File: config.mk
export PLATFORM = sky130hd
export DESIGN_NAME = scancode_history_flat
export DESIGN_NICKNAME = d
export VERILOG_FILES = /design/src/rtl/scancode_history_if.sv /design/src/rtl/scancode_history.sv /design/src/flat_wrapper.sv
export SDC_FILE = /design/constraint.sdc
export NUM_CORES = 1
export LEC_CHECK = 0
export ABC_AREA = 1
export BUFFER_PORTS_ARGS = -buffer_cell sky130_fd_sc_hd__buf_2
export CORE_ASPECT_RATIO = 0.7
export CORE_MARGIN = 1.5
export CORE_UTILIZATION = 58
export CTS_CLUSTER_DIAMETER = 50
export DETAILED_ROUTE_END_ITERATION = 8
export PLACE_DENSITY = 0.85
export SLEW_MARGIN = 20
export SYNTH_ARGS = -nofsm -noshare
export SYNTH_HDL_FRONTEND = slang
export SYNTH_SLANG_ARGS = --single-unit
export TNS_END_PERCENT = 5
File: constraint.sdc
create_clock -name clk -period 3.98 [get_ports clk]
set_clock_uncertainty 0.15 [all_clocks]
set_input_delay 0.597 -clock clk [delete_from_list [all_inputs] [get_ports clk]]
set_output_delay 0.597 -clock clk [all_outputs]
set_load 0.1 [all_outputs]
File: src/rtl/scancode_history_if.sv
// Bundles the byte-capture inputs and the history outputs of scancode_history.
// master: the side that sends bytes and commands and reads the history back.
// slave:  the history buffer itself.
interface scancode_history_if #(
    parameter int WIDTH = 8,
    parameter int DEPTH = 6
);
    logic [WIDTH-1:0]             data;    // byte from the PS/2 receiver
    logic                         shren;   // byte strobe, asynchronous to clk
    logic                         pop;     // remove newest entry (backspace)
    logic                         clr;     // empty the buffer
    logic [DEPTH*WIDTH-1:0]       dout;    // entries packed, entry 0 (newest) in the low bits
    logic [$clog2(DEPTH+1)-1:0]   count;   // number of valid entries
    logic                         empty;   // count == 0
    logic                         full;    // count == DEPTH
    logic                         pushed;  // one-cycle pulse per stored entry

    modport master (
        output data, shren, pop, clr,
        input  dout, count, empty, full, pushed
    );

    modport slave (
        input  data, shren, pop, clr,
        output dout, count, empty, full, pushed
    );
endinterface

File: src/rtl/scancode_history.sv
// Keeps the last DEPTH bytes from the PS/2 receiver, newest first, with backspace/clear and break filtering.
// Latency: strobe rising before edge k is stored on edge k+2; pop/clr act on the edge they are sampled high.
// No backpressure: pushes when full drop the oldest entry, pops when empty are ignored.
//
// Ports: clk, rst (async, active low); bus (slave modport) carries data/shren/pop/clr in and
// dout/count/empty/full/pushed out. empty/full are decoded from the count register, the rest are flops.
module scancode_history #(
    parameter int               WIDTH        = 8,
    parameter int               DEPTH        = 6,
    parameter bit               FILTER_BREAK = 1'b1,
    parameter logic [WIDTH-1:0] BREAK_CODE   = 8'hF0
) (
    input  logic                clk,
    input  logic                rst,
    scancode_history_if.slave   bus
);

    localparam int              CW      = $clog2(DEPTH + 1);
    localparam logic [CW-1:0]   DEPTH_C = CW'(DEPTH);

    typedef enum logic {
        IDLE = 1'b0,
        SKIP = 1'b1
    } flt_state_e;

    // strobe synchroniser and edge detector
    logic       s1_q, s1_d;
    logic       s2_q, s2_d;
    logic       s3_q, s3_d;
    // warm_q marks the first two edges after reset, when s2 still holds its reset
    // value instead of a real sample of shren. armed_q is set only once a genuine
    // low level of shren has been seen, so a strobe already high at reset release
    // cannot masquerade as a fresh rising edge.
    logic [1:0] warm_q, warm_d;
    logic       armed_q, armed_d;

    logic [WIDTH-1:0] ent_q [DEPTH];
    logic [WIDTH-1:0] ent_d [DEPTH];
    logic [CW-1:0]    count_q, count_d;
    logic             pushed_q, pushed_d;
    flt_state_e       state_q, state_d;

    logic strobe;
    logic accept;

    assign strobe = s2_q & ~s3_q & armed_q;

    always_comb begin
        s1_d     = bus.shren;
        s2_d     = s1_q;
        s3_d     = s2_q;
        warm_d   = {warm_q[0], 1'b1};
        armed_d  = armed_q | (warm_q[1] & ~s2_q);
        ent_d    = ent_q;
        count_d  = count_q;
        pushed_d = 1'b0;
        state_d  = state_q;
        accept   = 1'b0;

        // Break filter: the prefix and the byte after it never reach the history.
        if (strobe) begin
            if (FILTER_BREAK) begin
                case (state_q)
                    IDLE: begin
                        if (bus.data == BREAK_CODE) begin
                            state_d = SKIP;
                        end else begin
                            accept = 1'b1;
                        end
                    end
                    SKIP: state_d = IDLE;
                    default: state_d = IDLE;
                endcase
            end else begin
                accept = 1'b1;
            end
        end

        if (bus.clr) begin
            // Clear wins over everything, including a strobe in the same cycle.
            for (int i = 0; i < DEPTH; i++) begin
                ent_d[i] = '0;
            end
            count_d = '0;
            state_d = IDLE;
        end else if (accept && bus.pop && (count_q != '0)) begin
            // Backspace and new key together: overwrite the newest entry.
            ent_d[0] = bus.data;
            pushed_d = 1'b1;
        end else if (accept) begin
            for (int i = DEPTH - 1; i > 0; i--) begin
                ent_d[i] = ent_q[i-1];
            end
            ent_d[0] = bus.data;
            if (count_q != DEPTH_C) begin
                count_d = count_q + CW'(1);
            end
            pushed_d = 1'b1;
        end else if (bus.pop && (count_q != '0)) begin
            // Zero-fill from the top so entries beyond count always read 0.
            for (int i = 0; i < DEPTH - 1; i++) begin
                ent_d[i] = ent_q[i+1];
            end
            ent_d[DEPTH-1] = '0;
            count_d = count_q - CW'(1);
        end
    end

    always_ff @(posedge clk or negedge rst) begin
        if (!rst) begin
            s1_q     <= 1'b0;
            s2_q     <= 1'b0;
            s3_q     <= 1'b0;
            warm_q   <= 2'b00;
            armed_q  <= 1'b0;
            for (int i = 0; i < DEPTH; i++) begin
                ent_q[i] <= '0;
            end
            count_q  <= '0;
            pushed_q <= 1'b0;
            state_q  <= IDLE;
        end else begin
            s1_q     <= s1_d;
            s2_q     <= s2_d;
            s3_q     <= s3_d;
            warm_q   <= warm_d;
            armed_q  <= armed_d;
            ent_q    <= ent_d;
            count_q  <= count_d;
            pushed_q <= pushed_d;
            state_q  <= state_d;
        end
    end

    for (genvar g = 0; g < DEPTH; g++) begin : g_dout
        assign bus.dout[g*WIDTH +: WIDTH] = ent_q[g];
    end

    assign bus.count  = count_q;
    assign bus.pushed = pushed_q;
    assign bus.empty  = (count_q == '0);
    assign bus.full   = (count_q == DEPTH_C);

endmodule

File: src/flat_wrapper.sv
// flat-port wrapper written by rule: the top's interface ports become plain ports
module scancode_history_flat 
#(
    parameter int               WIDTH        = 8,
    parameter int               DEPTH        = 6,
    parameter bit               FILTER_BREAK = 1'b1,
    parameter logic [WIDTH-1:0] BREAK_CODE   = 8'hF0
)
  (clk, rst, bus_data, bus_shren, bus_pop, bus_clr, bus_dout, bus_count, bus_empty, bus_full, bus_pushed);
  scancode_history_if #(.WIDTH(WIDTH), .DEPTH(DEPTH)) bus_i ();
  input  logic clk;
  input  logic rst;
  input wire logic [$bits(bus_i.data)-1:0] bus_data;
  input wire logic [$bits(bus_i.shren)-1:0] bus_shren;
  input wire logic [$bits(bus_i.pop)-1:0] bus_pop;
  input wire logic [$bits(bus_i.clr)-1:0] bus_clr;
  output wire logic [$bits(bus_i.dout)-1:0] bus_dout;
  output wire logic [$bits(bus_i.count)-1:0] bus_count;
  output wire logic [$bits(bus_i.empty)-1:0] bus_empty;
  output wire logic [$bits(bus_i.full)-1:0] bus_full;
  output wire logic [$bits(bus_i.pushed)-1:0] bus_pushed;
  assign bus_i.data = bus_data;
  assign bus_i.shren = bus_shren;
  assign bus_i.pop = bus_pop;
  assign bus_i.clr = bus_clr;
  assign bus_dout = bus_i.dout;
  assign bus_count = bus_i.count;
  assign bus_empty = bus_i.empty;
  assign bus_full = bus_i.full;
  assign bus_pushed = bus_i.pushed;
  scancode_history #(.WIDTH(WIDTH), .DEPTH(DEPTH), .FILTER_BREAK(FILTER_BREAK), .BREAK_CODE(BREAK_CODE)) u_core (.clk(clk), .rst(rst), .bus(bus_i));
endmodule
==> results.tsv <==
metric	value	unit
r2r_start	u_core.s3_q$_DFF_PN0_	
grt_pass1_vias	2418	
synth_edf_count	0	
synth_top_cell_by_area	dfrtp_1	
first_pass_iters	4	
synthesis.area_per_instance	8.05	sq um
cts_buffers	9	
critical_path_peak_fanout	51	
drc	0	
crit_path_end	u_core.bus.dout[10]$_DFFE_PN0P_	
die_area	0.00561	sq mm
async_flop_share	100	%
clk_latency	0.35	ns
start_util	61.6	%
p_per_area	468	mW/mm^2
syn_nets	386	
core-area	0.00486	sq mm
syn2layout_area_growth	15.6	%
yosys.cell_count.top_type	nand2_1	
power_frac_clock	30.5	%
p_int	955	uW
num_io_pins	67	
cts.reportedPaths.clkPinSlew	0.08	ns
final_layout_size_suffix_gt1_share	24.8	%
start_kind	flip-flop	
status	complete, no violations	
crit_arrival	2.69	ns
routed_wl	6660	um
total_power	1620	uW
gp_congestion	0.850	
cts_tree	yes	
slew_headroom	49.0	%
drtAntennaViolNets	0	
pwr-share-seq	40.1	%
setup_viol_count_final	0	
yosysSeqAreaShare	49.3	%
synth_cell_types	28	
fill_cells	374	
io_buffers	66	
cts_max_level	3	
syn-cell-area	0.00299	sq mm
via_count	2624	
maxCapViolCount	0	
antenna_found_initial	0	
critPathKind	reg2reg	
cts-resized-gates	0	
fin_nets	448	
cts.sinks	59	
rrSetupSlack	1.37	ns
finalHoldViolCount	0	
irDropWorstVdd	0.233	mV
die_w	88.9	um
antenna_cells	0	
p_leak	0.00183	uW
clock_path_buffers	2	
p_switching	664	uW
swShare	41.0	%
yosysWarnings	0	
wl_per_cell	13.1	um
rr_worst_depth	10	
root_buffer	clkbuf_8	
cp.required	4.06	ns
period_needed	2.61	ns
yosysTopAreaCellShare	49.3	%
synthCells	372	
cts_post_setup_buffers_inserted	0	
fin_crit_sh	65.5	%
r2r-end	u_core.bus.dout[10]$_DFFE_PN0P_	
min_path_type	in2async	
synth_flop_cell	dfrtp_1	
rows	21	
ys_top_cells_by_area	dfrtp_1, nand2_1, o21ai_0, inv_1, nand3_1	
crit_start	u_core.s3_q$_DFF_PN0_	
ys_ff_latch	59	
end_kind	flip-flop	
rsz0062_at_grt	no	
grt_max_degree	52	
power_frac_comb	29.4	%
yosys-top-cells-count	nand2_1, dfrtp_1, o21ai_0	
dpl.hpwl	4600	um
vias_per_cell	5.17	
fin_tns_setup	0	ns
overflow	0	
dr.first_iter.drc_count	164	
drv_slew	0	
fmaxAchievable	384	MHz
die_h	63.1	um
cts_hold_buf	0	
worst_pin_slew	0.765	ns
grt_pass1_wl	11200	um
track_usage	26.2	%
## per-layer routing
layer	share of wire, %	GRT usage, %	vias to the layer above
met1	48	37.3	1238
met2	45	38.0	82
li1	-	-	1294
met3	6.0	7.99	10
met5	0	0	-
met4	1.2	8.79	0
## placed cells by master (no fill, tap or decap), drive strengths merged
master / netlist / final
nand2: 141 / 141
buf: 15 / 67
dfrtp: 59 / 59
o21ai: 54 / 54
inv: 43 / 43
nand3: 23 / 23
nor2: 16 / 16
a21oi: 13 / 13
clkbuf: 1 / 12
nand4: 2 / 2
clkinv: 0 / 2
clkinvlp: 0 / 2
o21bai: 1 / 1
or2: 1 / 1
o211ai: 1 / 1
ha: 1 / 1
conb: 1 / 1
## how the worst min path moves through the flow
stage	to	from	cells after the start	slack [ns]
2_1_floorplan	u_core.armed_q$_DFF_PN0_	rst	0	0.15
3_3_place_gp	u_core.s2_q$_DFF_PN0_	u_core.s1_q$_DFF_PN0_	0	0.18
3_5_place_dp	u_core.s2_q$_DFF_PN0_	u_core.s1_q$_DFF_PN0_	0	0.19
4_1_cts	u_core.bus.dout[8]$_DFFE_PN0P_	rst	1	0.19
5_1_grt	u_core.s1_q$_DFF_PN0_	bus_shren	1	0.19
6_report	u_core.bus.dout[8]$_DFFE_PN0P_	rst	1	0.17
## kinds of logic (layout without fill, tap and decap cells)
family | after synthesis | count (layout) | synth area share [%]
DFF | 59 | 59 | 49.3
and+or+nand+nor | 183 | 183 | 27.1
other | 1 | 1 | 0.125
buffers and inverters | 59 | 126 | 9.99
adders and majority gates | 1 | 1 | 0.418
AOI/OAI and AO/OA | 69 | 69 | 13.0
## metrics by stage
stage          instance area, sq um  hold WS [ns]  util (%)  worst slack [ns]  std cells
5_1_grt                        3460         0.187      71.2              1.16        508
2_1_floorplan                  2990         0.151         -              1.44        372
6_report                       3460         0.170      71.2              1.37        508
3_5_place_dp                   3280         0.187      67.5              1.07        492
4_1_cts                        3460         0.187      71.2              1.37        508
3_3_place_gp                   3280         0.183      67.5              1.16        492
## power by group through the flow
stage	logic, uW	clock network (uW)	registers (uW)
final	475	494	650
after CTS	475	502	650
after floorplan	262	0	809
after global placement	470	0	660
after global routing	513	536	654
after detailed placement	474	0	661
## state kept, by name, summed over array words and instances (netlist names)
name / cells
u_core.state_q: 1
u_core.s3_q: 1
u_core.bus.count: 3
u_core.warm_q: 2
u_core.armed_q: 1
u_core.bus.dout: 48
u_core.bus.pushed: 1
u_core.s2_q: 1
u_core.s1_q: 1
## final cells by class
cell class	count	area (sq um)	area share [%]
sequential	59	1480	42.7
timing repair buffer	67	338	9.76
tap	69	86.3	2.50
clock inverter	4	25.0	0.723
inverter	43	161	4.67
multi-input combinational	254	1220	35.2
clock buffer	12	155	4.48
## critical path, stage by stage, from the launching register on
cell	delay [ns]
dfrtp_1	0.36
inv_1	0.06
nand3_2	0.12
nor2_8	0.18
nand2_8	0.19
nor2_8	0.39
nand2_2	0.13
nand2_4	0.41
inv_2	0.28
nand2_1	0.15
nand2_1	0.06
Note: power is estimated with default switching activity, not from simulation.
